[src/rtl/accelerator_dnc_pkg.sv]
// ============================================================================
// accelerator_dnc_pkg : shared constants and state encoding for DNC stages
// Rev 1.0
// ============================================================================
`default_nettype none

package accelerator_dnc_pkg;

  localparam int DNC_DATA_SIZE    = 64;
  localparam int DNC_CONTROL_SIZE = 64;
  localparam int DNC_SIZE_MAX     = 16;

  typedef logic [1:0] dnc_state_t;

  localparam logic [1:0] STARTER_STATE = 2'd0;
  localparam logic [1:0] LOAD_STATE    = 2'd1;
  localparam logic [1:0] EMIT_STATE    = 2'd2;
  localparam logic [1:0] END_STATE     = 2'd3;

  localparam logic [DNC_DATA_SIZE-1:0]    ZERO_DATA    = '0;
  localparam logic [DNC_CONTROL_SIZE-1:0] ZERO_CONTROL = '0;
  localparam logic [DNC_CONTROL_SIZE-1:0] ONE_CONTROL  = {{(DNC_CONTROL_SIZE-1){1'b0}}, 1'b1};

  // A depth of one still needs a one-bit address.
  function automatic int idx_width(input int depth);
    return (depth > 1) ? $clog2(depth) : 1;
  endfunction

endpackage

`default_nettype wire

[src/rtl/accelerator_unsort_buffer.sv]
// ============================================================================
// accelerator_unsort_buffer : register file with per-entry valid bits
// Rev 1.0
// ============================================================================
`default_nettype none

module accelerator_unsort_buffer
  import accelerator_dnc_pkg::*;
#(
  parameter int DATA_SIZE = DNC_DATA_SIZE,
  parameter int SIZE_MAX  = DNC_SIZE_MAX,
  parameter int IDX_W     = idx_width(SIZE_MAX)
) (
  input  logic                 CLK,
  input  logic                 RST,
  input  logic                 clr,
  input  logic                 wr_en,
  input  logic [IDX_W-1:0]     wr_addr,
  input  logic [DATA_SIZE-1:0] wr_data,
  input  logic [IDX_W-1:0]     rd_addr,
  output logic [DATA_SIZE-1:0] rd_data,
  output logic                 rd_valid
);

  logic [DATA_SIZE-1:0] mem_q [SIZE_MAX];
  logic [DATA_SIZE-1:0] mem_d [SIZE_MAX];
  logic [SIZE_MAX-1:0]  valid_q;
  logic [SIZE_MAX-1:0]  valid_d;

  always_comb begin
    mem_d   = mem_q;
    valid_d = valid_q;
    if (clr) begin
      valid_d = '0;
    end else if (wr_en) begin
      mem_d[wr_addr]   = wr_data;
      valid_d[wr_addr] = 1'b1;
    end
  end

  always_ff @(posedge CLK or posedge RST) begin
    if (RST) begin
      for (int i = 0; i < SIZE_MAX; i++) begin
        mem_q[i] <= '0;
      end
      valid_q <= '0;
    end else begin
      mem_q   <= mem_d;
      valid_q <= valid_d;
    end
  end

  assign rd_data  = mem_q[rd_addr];
  assign rd_valid = valid_q[rd_addr];

endmodule

`default_nettype wire

[src/rtl/accelerator_unsort_vector.sv]
// ============================================================================
// accelerator_unsort_vector : scatter a sorted stream back to index order
// Rev 1.0
// ============================================================================
`default_nettype none

module accelerator_unsort_vector
  import accelerator_dnc_pkg::*;
#(
  parameter int DATA_SIZE    = DNC_DATA_SIZE,
  parameter int CONTROL_SIZE = DNC_CONTROL_SIZE,
  parameter int SIZE_MAX     = DNC_SIZE_MAX
) (
  input  logic                 CLK,
  input  logic                 RST,
  input  logic                 START,
  output logic                 READY,
  input  logic [DATA_SIZE-1:0] SIZE_N_IN,
  input  logic                 PHI_IN_ENABLE,
  input  logic                 A_IN_ENABLE,
  input  logic [DATA_SIZE-1:0] PHI_IN,
  input  logic [DATA_SIZE-1:0] A_IN,
  output logic                 W_OUT_ENABLE,
  output logic [DATA_SIZE-1:0] W_OUT,
  output logic                 ERROR
);

  localparam int                       IDX_W      = idx_width(SIZE_MAX);
  localparam logic [DATA_SIZE-1:0]     SIZE_MAX_D = DATA_SIZE'(SIZE_MAX);
  localparam logic [DATA_SIZE-1:0]     ZERO_D     = DATA_SIZE'(ZERO_DATA);
  localparam logic [CONTROL_SIZE-1:0]  ZERO_C     = CONTROL_SIZE'(ZERO_CONTROL);
  localparam logic [CONTROL_SIZE-1:0]  ONE_C      = CONTROL_SIZE'(ONE_CONTROL);

  dnc_state_t              state_q, state_d;
  logic [DATA_SIZE-1:0]    n_q, n_d;
  logic [CONTROL_SIZE-1:0] load_cnt_q, load_cnt_d;
  logic [CONTROL_SIZE-1:0] emit_cnt_q, emit_cnt_d;
  logic                    ready_q, ready_d;
  logic                    w_out_enable_q, w_out_enable_d;
  logic [DATA_SIZE-1:0]    w_out_q, w_out_d;
  logic                    error_q, error_d;

  logic                    buf_clr;
  logic                    buf_we;
  logic [DATA_SIZE-1:0]    buf_rd_data;
  logic                    buf_rd_valid;
  logic                    accept;
  logic                    in_range;
  logic [CONTROL_SIZE-1:0] last_idx;

  assign accept   = PHI_IN_ENABLE & A_IN_ENABLE;
  assign in_range = (PHI_IN < n_q);
  // Only meaningful in LOAD/EMIT, where n_q is at least one.
  assign last_idx = CONTROL_SIZE'(n_q) - ONE_C;

  accelerator_unsort_buffer #(
    .DATA_SIZE (DATA_SIZE),
    .SIZE_MAX  (SIZE_MAX),
    .IDX_W     (IDX_W)
  ) u_buffer (
    .CLK      (CLK),
    .RST      (RST),
    .clr      (buf_clr),
    .wr_en    (buf_we),
    .wr_addr  (PHI_IN[IDX_W-1:0]),
    .wr_data  (A_IN),
    .rd_addr  (emit_cnt_q[IDX_W-1:0]),
    .rd_data  (buf_rd_data),
    .rd_valid (buf_rd_valid)
  );

  always_comb begin
    state_d        = state_q;
    n_d            = n_q;
    load_cnt_d     = load_cnt_q;
    emit_cnt_d     = emit_cnt_q;
    ready_d        = 1'b0;
    w_out_enable_d = 1'b0;
    w_out_d        = w_out_q;
    error_d        = error_q;
    buf_clr        = 1'b0;
    buf_we         = 1'b0;

    case (state_q)
      STARTER_STATE: begin
        if (START) begin
          n_d        = SIZE_N_IN;
          buf_clr    = 1'b1;
          error_d    = 1'b0;
          load_cnt_d = ZERO_C;
          emit_cnt_d = ZERO_C;
          if (SIZE_N_IN == ZERO_D) begin
            state_d = END_STATE;
          end else if (SIZE_N_IN > SIZE_MAX_D) begin
            error_d = 1'b1;
            state_d = END_STATE;
          end else begin
            state_d = LOAD_STATE;
          end
        end
      end
      LOAD_STATE: begin
        if (accept) begin
          // Out-of-range elements still count towards N so the stream stays aligned.
          if (in_range) begin
            buf_we = 1'b1;
          end else begin
            error_d = 1'b1;
          end
          load_cnt_d = load_cnt_q + ONE_C;
          if (load_cnt_q == last_idx) begin
            emit_cnt_d = ZERO_C;
            state_d    = EMIT_STATE;
          end
        end
      end
      EMIT_STATE: begin
        w_out_enable_d = 1'b1;
        w_out_d        = buf_rd_valid ? buf_rd_data : ZERO_D;
        emit_cnt_d     = emit_cnt_q + ONE_C;
        if (emit_cnt_q == last_idx) begin
          state_d = END_STATE;
        end
      end
      END_STATE: begin
        ready_d = 1'b1;
        state_d = STARTER_STATE;
      end
      default: begin
        state_d = STARTER_STATE;
      end
    endcase
  end

  always_ff @(posedge CLK or posedge RST) begin
    if (RST) begin
      state_q        <= STARTER_STATE;
      n_q            <= ZERO_D;
      load_cnt_q     <= ZERO_C;
      emit_cnt_q     <= ZERO_C;
      ready_q        <= 1'b0;
      w_out_enable_q <= 1'b0;
      w_out_q        <= ZERO_D;
      error_q        <= 1'b0;
    end else begin
      state_q        <= state_d;
      n_q            <= n_d;
      load_cnt_q     <= load_cnt_d;
      emit_cnt_q     <= emit_cnt_d;
      ready_q        <= ready_d;
      w_out_enable_q <= w_out_enable_d;
      w_out_q        <= w_out_d;
      error_q        <= error_d;
    end
  end

  assign READY        = ready_q;
  assign W_OUT_ENABLE = w_out_enable_q;
  assign W_OUT        = w_out_q;
  assign ERROR        = error_q;

endmodule

`default_nettype wire

[config.mk]
export PLATFORM = sky130hd
export DESIGN_NAME = accelerator_unsort_vector
export DESIGN_NICKNAME = d
export VERILOG_FILES = /design/src/rtl/accelerator_dnc_pkg.sv /design/src/rtl/accelerator_unsort_buffer.sv /design/src/rtl/accelerator_unsort_vector.sv
export SDC_FILE = /design/constraint.sdc
export NUM_CORES = 2
export LEC_CHECK = 0
export BUFFER_PORTS_ARGS = -buffer_cell sky130_fd_sc_hd__buf_2
export CORE_MARGIN = 2
export CORE_UTILIZATION = 40
export DETAILED_ROUTE_END_ITERATION = 10
export PLACE_DENSITY_LB_ADDON = 0.05
export SYNTH_ARGS = -nofsm -noshare
export SYNTH_HDL_FRONTEND = slang
export SYNTH_SLANG_ARGS = --single-unit
[constraint.sdc]
create_clock -name CLK -period 52.5 [get_ports CLK]
set_input_delay 10.5 -clock CLK [delete_from_list [all_inputs] [get_ports CLK]]
set_output_delay 10.5 -clock CLK [all_outputs]
set_load 0.03 [all_outputs]
After elaboration in Yosys (flattened, before gate mapping)

Cells that the tools add are included.

Output and inout bits: 67
Register bits after elaboration: 1,301
Logic and storage cells: 103

Equal/unequal tests: 10
Magnitude comparators: 8
Bitwise gates (word level): 5
Multiplexer cells: 39
Add/subtract/negate cells: 3
Reduce and logical (&&, ||, !) cells: 13

Operators by type and width:

| operator                | count |
|---|---|
| $bwmux W1024            | 1 |
| $mux W64                | 8 |
| $bmux W64 S4            | 1 |
| $demux W64 S4           | 1 |
| $pmux W64 S3            | 1 |
| $add A64 B1 Y64 const B | 2 |
| $eq A64 B64 Y1          | 2 |
| $pmux W64 S2            | 1 |
| $gt A64 B5 Y1 const B   | 1 |
| $logic_not A64 Y1       | 1 |
| $lt A64 B64 Y1          | 1 |
| $sub A64 B1 Y64 const B | 1 |
| $mux W16                | 2 |
| $or A16 B16 Y16         | 1 |
| $mux W1                 | 14 |
| $mux W2                 | 6 |
| $reduce_and A4 Y1       | 3 |
| $ge A5 B5 Y1 const B    | 2 |
| $lt A4 B5 Y1 const B    | 2 |
| $ne A2 B2 Y1 const B    | 5 |
| $not A4 Y5              | 2 |
| $pmux W2 S4             | 1 |
| $lt A5 B1 Y1 const B    | 1 |
| $bmux W1 S4             | 1 |
| 13 further kinds        | 17 |

Logic depth before layout (Yosys ltp)

Depth in word-level cells: 7
Depth in mapped cells: 19
Mapped depth without buffers: 13

Modules after synthesis

A second synthesis with hierarchy kept.

Cell total of the unflattened synthesis: 4,829
Area, all modules: 65,205.0 um^2

Modules (own cells, without submodules):

| module                    | times used | sequential area each (um^2) | cells an instance | area each (um^2) |
|---|---|---|---|---|
| accelerator_unsort_buffer | 1          | 26,025.0                    | 2,837             | 47,558.1 |
| accelerator_unsort_vector | 1          | 6,531.3                     | 1,992             | 17,646.9 |

Worst setup path before layout

Ideal clock, no wire load.

Kind: input -> register
Start: in PHI_IN[9]
End: reg u_buffer.mem_q[137] in the netlist's numbering
Stages on the path: 13
Path slack: 38,649 ps
Data arrival time: 13,727 ps
Required time: 52,375 ps
Path through: ha_1 a21o_1 a21o_1 a2111oi_0 nor4_1 o311a_1 nor4_1 o21ai_1 clkbuf_1 nor3_1 clkbuf_1 clkbuf_1 mux2_2

Longest elaborated chain between the ends: 5

Ends and longest elaborated chain:

| item                        | RTL line                         | RTL |
|---|---|---|
| start: declaration          | accelerator_unsort_vector.sv:21  | `input logic [DATA_SIZE-1:0] PHI_IN,` |
| $lt A64 B64 Y1              | accelerator_unsort_vector.sv:52  | `assign in_range = (PHI_IN < n_q);` |
| $mux W1                     | accelerator_unsort_vector.sv:105 | `if (in_range) begin` |
| $mux W1                     | accelerator_unsort_vector.sv:103 | `if (accept) begin` |
| $mux W1                     | accelerator_unsort_vector.sv:84  | `case (state_q)` |
| $reduce_and A2 Y1 (no line) | --                               |  |
| end signal: assignment      | accelerator_unsort_buffer.sv:48  | `mem_q <= mem_d;` |
| end: declaration            | accelerator_unsort_buffer.sv:25  | `logic [DATA_SIZE-1:0] mem_q [SIZE_MAX];` |

Every way passes these cells.
A chain may end at the register's enable or synchronous reset.

Final worst setup path

Start: in PHI_IN[9]
End: reg u_buffer.mem_q[543] in the netlist's numbering

Same word-level chain as after synthesis.

==> flow_metrics.py <==
metrics = {
    "outcome": {
        "run_status": "finished, final reports clean",
    },
    "synthesis": {
        "synth_area_mm2": 0.06427,
        "yosysWarningCount": 0,
        "post_synth_fa_ha_maj_area_fraction_pct": 1.382,
        "synth-seq-area-share_pct": 50.66,
        "xor_xnor_cell_area_share_of_the_yosys_netlist_pct": 3.117,
        "synthSimpleGateAreaFrac_pct": 8.420,
        "largest_family_of_logic_cells_by_synthesized_area": "multiplexers",
        "netlist-cell-type-count": 83,
        "synthFlopType": "sky130_fd_sc_hd__dfrtp_1",
        "asyncSetResetFlopFracSynth_pct": 100.0,
        "post_synthesis_compound_gate_area_fraction_pct": 2.603,
        "syn-num-nets": 5071,
        "synthCells": 4803,
        "ys_ff_latch": 1301,
        "post_synth.cell_area_avg_um2": 13.38,
        "post_synth_mux_area_share_pct": 30.58,
        "synth_edf_count": 0,
    },
    "sta": {
        "tightest_slew_ns": 1.268,
        "setup_slack_after_layout_ns": 38.19,
        "finalMaxSlewViolations": 0,
        "timing.slew.headroom_pct": 14.71,
        "worst_clock_skew_ns": 0.04220,
        "max_freq_mhz": 69.88,
        "grt_setup_unrepaired": "false",
        "post-route-period-util_pct": 27.26,
        "post_route_setup_tns_ns": 0,
        "finalHoldWorstSlack_ns": 0.4644,
        "fin_crit_ns": 14.31,
        "report.final.setup_viol": 0,
        "finalHoldViolations": 0,
    },
    "grt": {
        "largest_net_degree_at_the_start_of_global_routing": 170,
        "antenna_found_initial": 19,
        "overall_overflow_remaining_after_global_route": 0,
        "global_route_wire_length_before_repair_um": 279800,
        "grtUsageTotal_pct": 22.77,
        "grt_pass1_vias": 41530,
    },
    "floorplanning": {
        "design.portCount": 264,
        "fp.dieH_um": 404.8,
        "fp.dieArea_mm2": 0.1639,
        "start_util_pct": 40.16,
        "fp.dieW_um": 404.8,
        "num_rows": 147,
        "core-area_mm2": 0.1600,
    },
    "placement": {
        "placedInstanceArea_mm2": 0.06729,
        "detailedPlacementHpwl_um": 111800,
        "place.gp.congestion": 0.9608,
        "port_buffers": 263,
        "post-place-ws_ns": 37.43,
        "dp.cells": 6819,
    },
    "worst_setup_path": {
        "startpoint_type": "input port",
        "critical_path_required_ns": 53.15,
        "timing.setup.critical_path_class": "in2reg",
        "worst_setup_path_end_kind": "flop",
        "worstPathArrival_ns": 14.96,
        "critical_path_peak_fanout": 40,
    },
    "finish": {
        "num-nets-final": 5156,
        "drive_gt1_share_pct": 40.43,
        "synthToLayoutAreaGrowth_pct": 12.61,
        "final_design_area_no_fill_mm2": 0.07237,
        "fillCellCount": 14630,
        "stdcell_count": 7097,
        "postLayoutCoreUtil_pct": 45.23,
    },
    "clock_tree": {
        "clk_transition_reported_paths_ns": 0.06,
        "cts_resized": 0,
        "clk-insertion-delay-late_ns": 0.78,
        "root_buffer_cell": "sky130_fd_sc_hd__clkbuf_16",
        "cts_buffer_depth": 3,
        "cts_setup_buffers": 0,
        "tritoncts_num_sinks": 1301,
        "cts.htree.levels": 4,
        "cts_hold_repair.buffers": 0,
        "cts_tree": "done",
        "clock_buffers_created_by_tritoncts": 153,
    },
    "pwr": {
        "cellPowerDensity_mw_per_mm2": 42.19,
        "peakVddDrop_uv": 35.27,
        "p_total_mw": 3.053,
        "leakagePower_nw": 33.93,
    },
    "detailed_routing": {
        "dr_vias": 40420,
        "post-route-drc-count": 0,
        "drt_pre_antenna_iters": 5,
        "route.final.wire_length_um": 184200,
        "starting_drc_count_in_detailed_routing": 2467,
        "vias_per_inst": 5.695,
        "wire_per_inst_um": 25.95,
        "drtAntennaViolNets": 0,
    },
    "worst_hold_path": {
        "min_delay_path_class": "reg2reg",
    },
    "flow_run": {
        "timing.max_cap.violations": 0,
    },
}
final cells by class:
| type | count | area (um^2) | share of cell area [%] |
|---|---|---|---|
| clock inverter | 36 | 415.4 | 0.5740 |
| tap | 2086 | 2610 | 3.606 |
| antenna | 2 | 5.005 | 0.006916 |
| sequential | 1301 | 32570 | 45.01 |
| timing repair buffer | 321 | 1802 | 2.490 |
| inverter | 149 | 566.8 | 0.7832 |
| multi-input combinational | 2962 | 29740 | 41.09 |
| clock buffer | 240 | 4662 | 6.442 |
kinds of logic after synthesis:
family          after synthesis
xor+xnor                    224
buf+inv                     540
compound gates              256
mux                        1421
flops                      1301
fa+ha+maj                    71
simple gates                990
per-layer routing:
metal  GRT usage, %  vias up  part of all wire, %
met5              0        -                0.060
met4          6.297       16                  2.7
met3          3.383      282                  4.0
met2          35.73      821                   46
met1          32.93    21480                   47
li1               -    17820                    -
power breakdown:
part	total, mW	internal (mW)	switching, mW	leakage (nW)
combinational	0.700	0.327	0.373	13.5
clock	1.07	0.631	0.435	2.50
sequential	1.29	1.13	0.151	17.9
total	3.05	2.09	0.960	33.9
cell usage after synthesis (4+ instances only):
library cell | count | area, um^2
sky130_fd_sc_hd__nor4_1 | 49 | 306.5
sky130_fd_sc_hd__nor3b_1 | 4 | 30.03
sky130_fd_sc_hd__a211o_1 | 20 | 175.2
sky130_fd_sc_hd__nor2_1 | 157 | 589.3
sky130_fd_sc_hd__a31oi_1 | 7 | 43.79
sky130_fd_sc_hd__nand4_1 | 65 | 406.6
sky130_fd_sc_hd__or4_1 | 18 | 135.1
sky130_fd_sc_hd__nand3_1 | 232 | 1161
sky130_fd_sc_hd__nand3b_1 | 5 | 37.54
sky130_fd_sc_hd__mux2i_1 | 7 | 70.07
sky130_fd_sc_hd__o211ai_1 | 7 | 52.55
sky130_fd_sc_hd__a221oi_1 | 4 | 35.03
sky130_fd_sc_hd__o22ai_1 | 4 | 25.02
sky130_fd_sc_hd__mux4_2 | 325 | 7320
sky130_fd_sc_hd__buf_1 | 37 | 138.9
sky130_fd_sc_hd__xor2_1 | 79 | 691.9
sky130_fd_sc_hd__o31ai_1 | 4 | 30.03
sky130_fd_sc_hd__nand2b_1 | 8 | 50.05
sky130_fd_sc_hd__o2111ai_1 | 7 | 61.31
sky130_fd_sc_hd__nand2_1 | 203 | 762.0
sky130_fd_sc_hd__nor3_1 | 50 | 250.2
sky130_fd_sc_hd__ha_1 | 71 | 888.4
sky130_fd_sc_hd__a2111oi_0 | 9 | 78.83
sky130_fd_sc_hd__or2_2 | 8 | 50.05
sky130_fd_sc_hd__buf_6 | 5 | 56.30
sky130_fd_sc_hd__o21ai_0 | 103 | 515.5
sky130_fd_sc_hd__nor4_4 | 4 | 85.08
sky130_fd_sc_hd__o21ai_1 | 4 | 20.02
sky130_fd_sc_hd__clkbuf_1 | 336 | 1261
sky130_fd_sc_hd__mux2_2 | 1089 | 12260
sky130_fd_sc_hd__xnor2_1 | 142 | 1244
sky130_fd_sc_hd__buf_2 | 13 | 65.06
sky130_fd_sc_hd__nor2b_1 | 13 | 81.33
sky130_fd_sc_hd__inv_1 | 149 | 559.3
sky130_fd_sc_hd__dfrtp_1 | 1301 | 32560
sky130_fd_sc_hd__nor4bb_1 | 16 | 160.2
sky130_fd_sc_hd__or3_1 | 33 | 206.5
sky130_fd_sc_hd__and4_1 | 16 | 140.1
sky130_fd_sc_hd__a21o_1 | 18 | 135.1
sky130_fd_sc_hd__a21oi_1 | 35 | 175.2
sky130_fd_sc_hd__and2_1 | 12 | 75.07
sky130_fd_sc_hd__or4b_1 | 43 | 430.4
sky130_fd_sc_hd__nor4_2 | 5 | 62.56
sky130_fd_sc_hd__and3_1 | 30 | 187.7
sequential cells by signal (all words and copies together) (netlist names):
register and flops:
READY 1, n_q 64, u_buffer.valid_q 16, u_buffer.mem_q 1024, ERROR 1, state_q 2
W_OUT 64, W_OUT_ENABLE 1, emit_cnt_q 64, load_cnt_q 64
final timing paths:
path | start | endpoint | cells after the start | slack [ns]
worst min-delay path | u_buffer.valid_q[3] | u_buffer.valid_q[3] | 2 | 0.46
min in group asynchronous | RST | W_OUT[54] | 2 | 9.84
worst max-delay path | PHI_IN[9] | u_buffer.mem_q[543] | 13 | 38.19
worst max register to register | n_q[0] | emit_cnt_q[14] | 13 | 46.15
worst min register to register | u_buffer.valid_q[3] | u_buffer.valid_q[3] | 2 | 0.46
max in group asynchronous | RST | u_buffer.mem_q[908] | 6 | 38.77
layout by cell type (no fill, tap or decap), drive strengths merged, types with 24 or more instances in the layout:
master	Yosys	final
dfrtp	1301	1301
mux2	1089	1089
mux4	325	325
buf	55	321
clkbuf	336	240
nand3	233	233
nand2	204	204
nor2	158	158
inv	149	156
xnor2	142	142
o21ai	107	107
xor2	79	79
ha	71	71
nand4	65	65
nor4	58	58
nor3	53	53
or4b	44	44
a21oi	35	35
or3	33	33
and3	30	30
clkinv	0	24
worst max-delay path, cell delays in order:
cell and delay (ns):
sky130_fd_sc_hd__buf_2 0.10, sky130_fd_sc_hd__ha_1 0.29, sky130_fd_sc_hd__a21o_1 0.16, sky130_fd_sc_hd__a21o_1 0.17
sky130_fd_sc_hd__a2111oi_0 0.45, sky130_fd_sc_hd__nor4_1 0.11, sky130_fd_sc_hd__o311a_1 0.34, sky130_fd_sc_hd__nor4_1 0.58
sky130_fd_sc_hd__o21ai_1 0.27, sky130_fd_sc_hd__buf_4 0.27, sky130_fd_sc_hd__or3_4 0.70, sky130_fd_sc_hd__buf_4 0.53
sky130_fd_sc_hd__mux2_2 0.41
Power figures use the tool's default switching activity.
